[config.mk]
export PLATFORM = sky130hd
export DESIGN_NAME = demux_1x4_stream
export DESIGN_NICKNAME = d
export VERILOG_FILES = /design/src/rtl/demux_1x4_stream.sv
export SDC_FILE = /design/constraint.sdc
export NUM_CORES = 1
export LEC_CHECK = 0
export ABC_AREA = 1
export BUFFER_PORTS_ARGS = -buffer_cell sky130_fd_sc_hd__buf_2
export CAP_MARGIN = 10
export CORE_ASPECT_RATIO = 1.25
export CORE_MARGIN = 10
export CORE_UTILIZATION = 40
export CTS_CLUSTER_DIAMETER = 40
export CTS_CLUSTER_SIZE = 14
export DETAILED_ROUTE_END_ITERATION = 7
export GPL_TIMING_DRIVEN = 1
export PLACE_DENSITY = 0.66
export SKIP_CTS_REPAIR_TIMING = 1
export SLEW_MARGIN = 30
export SYNTH_ARGS = -nofsm -noshare
export SYNTH_HDL_FRONTEND = slang
export SYNTH_SLANG_ARGS = --single-unit
[constraint.sdc]
create_clock -name clk -period 2.7 [get_ports clk]
set_clock_uncertainty 0.2 [all_clocks]
set_input_delay 0.135 -clock clk [delete_from_list [all_inputs] [get_ports clk]]
set_output_delay 0.135 -clock clk [all_outputs]
set_load 0.1 [all_outputs]
[src/rtl/demux_1x4_stream.sv]
// rtl/demux_1x4_stream.sv - 1-to-4 stream demux, one-entry holding register per channel
// Optional per-channel accepted-word counters enabled by DEMUX_CNT_EN.
module demux_1x4_stream #(
    parameter int DW = 4
) (
    input  logic          clk,
    input  logic          rst_n,
    input  logic          in_valid,
    output logic          in_ready,
    input  logic [DW-1:0] in_data,
    input  logic [1:0]    in_sel,
    output logic [3:0]    out_valid,
    input  logic [3:0]    out_ready,
    output logic [DW-1:0] out_a,
    output logic [DW-1:0] out_b,
    output logic [DW-1:0] out_c,
    output logic [DW-1:0] out_d
`ifdef DEMUX_CNT_EN
    ,
    output logic [7:0]    xfer_cnt_a,
    output logic [7:0]    xfer_cnt_b,
    output logic [7:0]    xfer_cnt_c,
    output logic [7:0]    xfer_cnt_d
`endif
);

    logic [3:0]    r_valid;
    logic [DW-1:0] r_data [4];
    logic          w_in_ready;
    logic [3:0]    w_load;

    // A full channel can still accept when its word leaves on the same edge.
    always_comb begin
        w_in_ready = ~r_valid[in_sel] | out_ready[in_sel];
        w_load     = 4'b0000;
        if (in_valid && w_in_ready) begin
            w_load = 4'b0001 << in_sel;
        end
    end

    always_ff @(posedge clk or negedge rst_n) begin
        if (!rst_n) begin
            r_valid <= 4'b0000;
            for (int k = 0; k < 4; k++) begin
                r_data[k] <= '0;
            end
        end else begin
            for (int k = 0; k < 4; k++) begin
                if (w_load[k]) begin
                    r_data[k]  <= in_data;
                    r_valid[k] <= 1'b1;
                end else if (out_ready[k]) begin
                    r_valid[k] <= 1'b0;
                end
            end
        end
    end

    assign in_ready  = w_in_ready;
    assign out_valid = r_valid;
    assign out_a     = r_data[0];
    assign out_b     = r_data[1];
    assign out_c     = r_data[2];
    assign out_d     = r_data[3];

`ifdef DEMUX_CNT_EN
    logic [7:0] r_cnt [4];

    always_ff @(posedge clk or negedge rst_n) begin
        if (!rst_n) begin
            for (int k = 0; k < 4; k++) begin
                r_cnt[k] <= 8'd0;
            end
        end else begin
            for (int k = 0; k < 4; k++) begin
                if (w_load[k]) begin
                    r_cnt[k] <= r_cnt[k] + 8'd1;
                end
            end
        end
    end

    assign xfer_cnt_a = r_cnt[0];
    assign xfer_cnt_b = r_cnt[1];
    assign xfer_cnt_c = r_cnt[2];
    assign xfer_cnt_d = r_cnt[3];
`endif

endmodule

After elaboration in Yosys (flattened, before gate mapping)

Index checks and enable logic that the tools add are counted.

Flip-flop bits (word level): 20
Input bits: 13
Output and inout bits: 21
Word-level logic and storage cells: 30

Magnitude comparators: 1
Shifts and indexed selects: 1
Mux-type cells: 13
Bitwise operators: 2
Reductions and logical operators: 5

Operators with widths:

| cell                                                                         | count |
|---|---|
| 1-bit two-way mux                                                            | 10 |
| 2-bit nonzero test                                                           | 4 |
| 1-bit binary-select mux with 2-bit select                                    | 2 |
| 4-bit two-way mux                                                            | 1 |
| 1-bit by 2-bit left shift with 4-bit output, first input constant            | 1 |
| 2-bit by 3-bit less-than comparator with 1-bit output, second input constant | 1 |
| 1-bit logical AND                                                            | 1 |
| 1-bit NOT                                                                    | 1 |
| 1-bit OR                                                                     | 1 |

Longest topological paths before layout

Gate-level depths: netlist of run 1.

Depth after elaboration: 7
Gate-level depth with buffers: 11
Mapped depth without buffers: 9

Worst setup path after synthesis of run 1

No wires, ideal clock.

Path type: reg-to-reg
From: reg r_valid[3] (netlist: out_valid[3])
To: reg r_data, in the netlist out_a[0]
Library setup time: 0.122 ns
Arrival time: 1.684 ns
Data required time: 2.378 ns
Setup slack: 0.694 ns
Stages on the path, launching flop included: 9
Period minus slack after synthesis: 2.006 ns
Path through: dfrtp_1 > nand2_1 > nand2_1 > nand2_1 > nand2_1 > nand2_2 > buf_4 > nand4_1 > nand2_1

Word-level cells in the longest chain between the ends: 6

RTL lines:

| what                                      | RTL line | RTL |
|---|---|---|
| start: declaration                        | 27       | `logic [3:0] r_valid;` |
| start signal: assignment                  | 43       | `r_valid <= 4'b0000;` |
| start signal: indexed assignment          | 51       | `r_valid[k] <= 1'b1;` |
| start signal: indexed assignment          | 53       | `r_valid[k] <= 1'b0;` |
| 1-bit binary-select mux with 2-bit select | 34       | `w_in_ready = ~r_valid[in_sel] \| out_ready[in_sel];` |
| 1-bit two-way mux (implied by the code)   | 34       |  |
| 1-bit NOT                                 | 34       |  |
| 1-bit OR                                  | 34       |  |
| net in_ready                              | 9        | `output logic in_ready,` |
| 1-bit logical AND                         | 36       | `if (in_valid && w_in_ready) begin` |
| 4-bit two-way mux                         | 36       |  |
| end signal: indexed assignment            | 50       | `r_data[k] <= in_data;` |
| end: declaration                          | 28       | `logic [DW-1:0] r_data [4];` |

The timed path passes the listed nets, and every way through them passes these cells. The select of a mux whose other input is x is not followed.
A chain may end at the register's enable or synchronous reset.

Worst setup path in the final report of run 1

From: in out_ready[2]
To: out in_ready

Word-level cells in the longest chain between the ends: 3

RTL lines:

| what                                      | RTL line | RTL |
|---|---|---|
| start: declaration                        | 13       | `input logic [3:0] out_ready,` |
| 1-bit binary-select mux with 2-bit select | 34       |  |
| 1-bit two-way mux (implied by the code)   | 34       |  |
| 1-bit OR                                  | 34       |  |
| end: declaration                          | 9        |  |

Every way passes these cells. The select of a mux whose other input is x is not followed.

==> flow_metrics.py, run 1 <==
metrics = {
    "run_status": {
        "status": "complete, no violations",
    },
    "grt": {
        "antenna_found_initial": 0,
        "use_met1_pct": 12.1,
        "grt_max_degree": 22,
        "use_met3_pct": 5.34,
        "grt_overflow": 0,
        "grtUsageTotal_pct": 9.90,
        "gr-usage-met2_pct": 14.4,
        "grt.busiest_layer": "met2",
        "grt_pass1_vias": 860,
        "grt_pass1_wl_um": 3820,
    },
    "place": {
        "port_buffers": 33,
        "dpl-instance-area_um2": 1120,
        "gp_congestion": 0.839,
        "hpwlAfterDp_um": 1810,
    },
    "clock_network": {
        "cts_buffers": 3,
        "cts_sinks": 20,
        "htreeDepth": 1,
        "path_clk_slew_ns": 0.10,
        "cts_tree": "done",
        "root_buffer": "clkbuf_4",
        "cts_buffer_depth": 2,
        "clk_latency_ns": 0.29,
    },
    "timing": {
        "setup_viol": 0,
        "layout_min_cycle_time_ns": 2.14,
        "rsz0062_at_grt": "false",
        "hold_viol_final": 0,
        "relSlewSlack_pct": 67.2,
        "tightest_slew_ns": 0.496,
        "setup-tns-final_ns": 0,
        "max_freq_mhz": 467,
        "fin_crit_sh_pct": 79.2,
        "slew_viol_final": 0,
    },
    "worst_hold_path": {
        "hp-start": "in_sel[0]",
        "worstHoldPathType": "in -> reg",
    },
    "critical_path": {
        "crit_path_start_kind": "input pin",
        "rr_startpoint": "out_valid[3]",
        "crit_type": "in -> out",
        "arrival_ns": 1.80,
        "cp-end-kind": "output port",
        "cp_data_required_time_ns": 2.37,
        "setup.worst_path.start": "out_ready[2]",
        "path_max_fanout": 21,
    },
    "floorplanning": {
        "die-area_um2": 4750,
        "initial_core_util_pct": 42.7,
        "die_h_um": 74.6,
        "placementRows": 19,
        "core_area_um2": 2230,
        "ios": 34,
        "die_x_um": 63.7,
    },
    "synthesis": {
        "synth_seq_cells": 20,
        "syn_area_per_cell_um2": 8.76,
        "netlist_area_um2": 955,
        "synthCells": 109,
        "yosys.cell_types.count": 16,
        "yosysWarningCount": 0,
        "synth_nets": 122,
        "seq_area_frac_synth_pct": 52.4,
    },
    "routing": {
        "drc": 0,
        "wl_per_cell_um": 13.1,
        "firstDrtPassIters": 4,
        "drt_wl_total_um": 2370,
        "ant_nets": 0,
        "drt-initial-drc-count": 26,
        "vias_per_cell": 4.89,
        "vias": 880,
    },
    "power_and_ir_drop": {
        "power_mw": 1.10,
        "worst_ir_drop_vdd_mv": 0.539,
        "power_density_nw_per_um2": 888,
        "p_leak_nw": 0.675,
    },
    "run": {
        "drv_cap": 0,
    },
    "final_layout": {
        "design_area_um2": 1240,
        "areaGrowthSynthToFinish_pct": 29.5,
        "num_antenna_cells": 0,
        "layout.nets": 164,
        "layout_common_cells": "nand2_1 (45), buf_2 (33), dfrtp_1 (20), nand4_1 (16), dlygate4sd3_1 (9)",
        "drive_gt1_share_pct": 28.9,
        "final_common_cell": "nand2_1",
    },
}
-- cells by family (layout without fill, tap and decap cells) --
kind of cell / after synthesis / in the layout / share of synthesized area (%)
AND/OR/NAND/NOR: 73 / 73 / 39.1
buffers and inverters: 12 / 52 / 6.42
AO/OA/AOI/OAI: 4 / 4 / 2.10
flip-flops: 20 / 20 / 52.4
-- final cells by class --
class | instances | area (um2)
Multi-Input combinational cell | 77 | 393
Clock buffer | 3 | 22.5
Sequential cell | 20 | 500
Timing Repair Buffer | 42 | 255
Inverter | 7 | 26.3
Tap cell | 31 | 38.8
Fill cell | 247 | 998
-- worst paths after layout --
check	cells after the start	to	slack, ns
setup / recovery	7	in_ready	0.56
hold / removal	4	out_a[0]	0.07
setup reg to reg	8	out_b[2]	1.02
hold reg to reg	2	out_c[2]	0.27
max in group asynchronous	2	out_c[2]	1.90
min in group asynchronous	2	out_valid[3]	0.11
-- cells in the mapped netlist --
| cell | number | area (um2) |
|---|---|---|
| nor2_1 | 2 | 7.51 |
| buf_6 | 1 | 11.3 |
| nand4_1 | 16 | 100 |
| nor2_4 | 1 | 11.3 |
| nand3_4 | 3 | 52.6 |
| buf_4 | 2 | 15.0 |
| nand2_1 | 45 | 169 |
| nor2_2 | 1 | 6.26 |
| nand3_1 | 4 | 20.0 |
| o21ai_0 | 4 | 20.0 |
| buf_2 | 1 | 5.00 |
| inv_2 | 1 | 3.75 |
| inv_1 | 6 | 22.5 |
| clkbuf_1 | 1 | 3.75 |
| nand2_2 | 1 | 6.26 |
| dfrtp_1 | 20 | 500 |
-- registers in the layout, indices dropped and copies added (netlist names) --
| name | count |
|---|---|
| out_valid | 4 |
| out_b | 4 |
| out_d | 4 |
| out_a | 4 |
| out_c | 4 |
-- per-stage QoR --
stage	std cells	setup slack (ns)	util, %	hold WS, ns
2_1_floorplan	109	0.694	-	-0.361
3_3_place_gp	168	0.905	50.3	-0.102
3_5_place_dp	168	0.859	50.3	-0.0925
4_1_cts	171	0.583	51.3	-0.416
5_1_grt	180	0.432	55.3	0.0871
6_report	180	0.561	55.3	0.0693
-- report_power, final --
part           internal (mW)  leakage (nW)  switching [mW]
Combinational         0.0818         0.408           0.505
Sequential             0.352         0.252          0.0273
Clock                 0.0519        0.0138          0.0797
Total                  0.486         0.675           0.612
-- per-layer routing --
metal	share of wire (%)	wire length (um)	up-vias
met5	0	0	-
met4	1.4	33	0
met3	11	249	5
met2	44	1050	32
met1	44	1040	399
li1	-	-	444
-- worst max-delay path, stage by stage --
cell and delay (ns):
dlygate4sd3_1 0.53, buf_2 0.11, nand3_1 0.07, nand2_1 0.08, nor2_2 0.05, nand2_2 0.31, buf_2 0.52
Note: power is estimated with default switching activity, not from simulation.
==> run 2, diff against run 1 <==
clock period = 2.23 ns   (was 2.7 ns; I/O delays follow)
==> flow_metrics.py, run 2 (synthesized netlist as in run 1, its figures left out) <==
metrics = {
    "routing": {
        "drc": 0,
        "firstDrtPassIters": 4,
        "vias": 868,
        "drt_wl_total_um": 2390,
        "wl_per_cell_um": 13.1,
        "vias_per_cell": 4.77,
        "ant_nets": 0,
        "drt-initial-drc-count": 24,
    },
    "power_and_ir_drop": {
        "p_leak_nw": 0.686,
        "pwr-share-seq_pct": 33.3,
        "p_clk_share_pct": 15.0,
        "switching_share_pct": 54.6,
        "worst_ir_drop_vdd_mv": 0.670,
        "pwr-share-comb_pct": 51.6,
        "power_density_nw_per_um2": 1100,
        "p_int_mw": 0.627,
        "p_sw_mw": 0.754,
    },
    "grt": {
        "grt_pass1_vias": 867,
        "antenna_found_initial": 0,
        "grt_pass1_wl_um": 3840,
        "grt_max_degree": 21,
        "grt_overflow": 0,
        "grtUsageTotal_pct": 9.98,
    },
    "timing": {
        "finalHoldWorstSlack_ns": 0.0386,
        "rsz0062_at_grt": "false",
        "hold_viol_final": 0,
        "slew_viol_final": 0,
        "setup-tns-final_ns": 0,
        "tightest_slew_ns": 0.491,
        "fin_crit_sh_pct": 86.7,
        "max_freq_mhz": 517,
        "layout_min_cycle_time_ns": 1.93,
        "relSlewSlack_pct": 67.5,
        "setup_viol": 0,
    },
    "critical_path": {
        "crit_type": "in -> out",
        "cp_data_required_time_ns": 1.92,
        "arrival_ns": 1.62,
        "path_max_fanout": 12,
        "crit_path_start_kind": "input pin",
        "cp-end-kind": "output port",
    },
    "final_layout": {
        "layout_common_cells": "nand2_1 (45), buf_2 (33), dfrtp_1 (20), nand4_1 (16), dlygate4sd3_1 (9)",
        "multi_input_area_um2": 393,
        "post-route-util_pct": 56.3,
        "num_antenna_cells": 0,
        "regArea_um2": 500,
        "fin_cells": 182,
        "final_common_cell": "nand2_1",
        "layout.nets": 165,
        "fillers": 234,
        "drive_gt1_share_pct": 29.8,
        "areaGrowthSynthToFinish_pct": 31.7,
    },
    "clock_network": {
        "cts_sinks": 20,
        "cts_buffers": 3,
        "cts_tree": "done",
        "clk_latency_ns": 0.30,
        "path_clk_slew_ns": 0.11,
        "root_buffer": "clkbuf_4",
        "cts_buffer_depth": 2,
        "htreeDepth": 1,
    },
    "floorplanning": {
        "die-area_um2": 4750,
        "die_x_um": 63.7,
        "placementRows": 19,
        "ios": 34,
        "initial_core_util_pct": 42.7,
        "core_area_um2": 2230,
        "die_h_um": 74.6,
    },
    "place": {
        "hpwlAfterDp_um": 1800,
        "gp_congestion": 0.784,
        "port_buffers": 33,
        "dp_cells": 169,
    },
    "worst_hold_path": {
        "worstHoldPathType": "in -> reg",
    },
    "run": {
        "drv_cap": 0,
    },
    "run_status": {
        "status": "complete, no violations",
    },
}
==> run 2: through the flow <==
step	cell area [um2]	setup WS, ns	total power [mW]
after floorplan	955	0.224	1.05
after global placement	1130	0.645	1.17
after detailed placement	1130	0.617	1.17
after CTS	1170	0.291	1.38
after global routing	1260	0.185	1.45
final	1260	0.296	1.38
==> run 2: final timing paths <==
check,from,end,slack (ns),cells after the start
worst max-delay path,out_ready[1],in_ready,0.30,7
worst min-delay path,in_sel[0],out_a[0],0.04,4
worst max register to register,out_valid[3],out_a[2],0.63,9
worst min register to register,out_c[2],out_c[2],0.28,2
max in group asynchronous,rst_n,out_a[1],1.46,2
min in group asynchronous,rst_n,out_valid[3],0.07,2
==> run 2: final cells by class <==
| cell class | instances | share of cell area (%) |
|---|---|---|
| Clock buffer | 4 | 2.89 |
| Inverter | 7 | 2.09 |
| Multi-Input combinational cell | 77 | 31.2 |
| Sequential cell | 20 | 39.8 |
| Tap cell | 31 | 3.08 |
| Timing Repair Buffer | 43 | 20.9 |
==> run 2: critical path, cell delays in order <==
cell           delay, ns
dlygate4sd3_1       0.54
buf_2               0.12
nand3_1             0.08
nand2_1             0.09
nor2_2              0.04
nand2_2             0.18
buf_2               0.47
==> run 2: power groups by stage <==
stage / sequential (mW) / clock [mW] / combinational (mW)
floorplan: 0.946 / 0 / 0.109
global placement: 0.464 / 0 / 0.705
detailed placement: 0.469 / 0 / 0.706
CTS: 0.461 / 0.214 / 0.707
global route: 0.469 / 0.237 / 0.746
finish: 0.460 / 0.208 / 0.713
==> run 2: routing by layer <==
metal  track usage, %  part of all wire, %
met1             11.5                   46
met2             15.3                   45
met3             4.75                  7.7
met4             5.11                  1.8
met5                0                    0
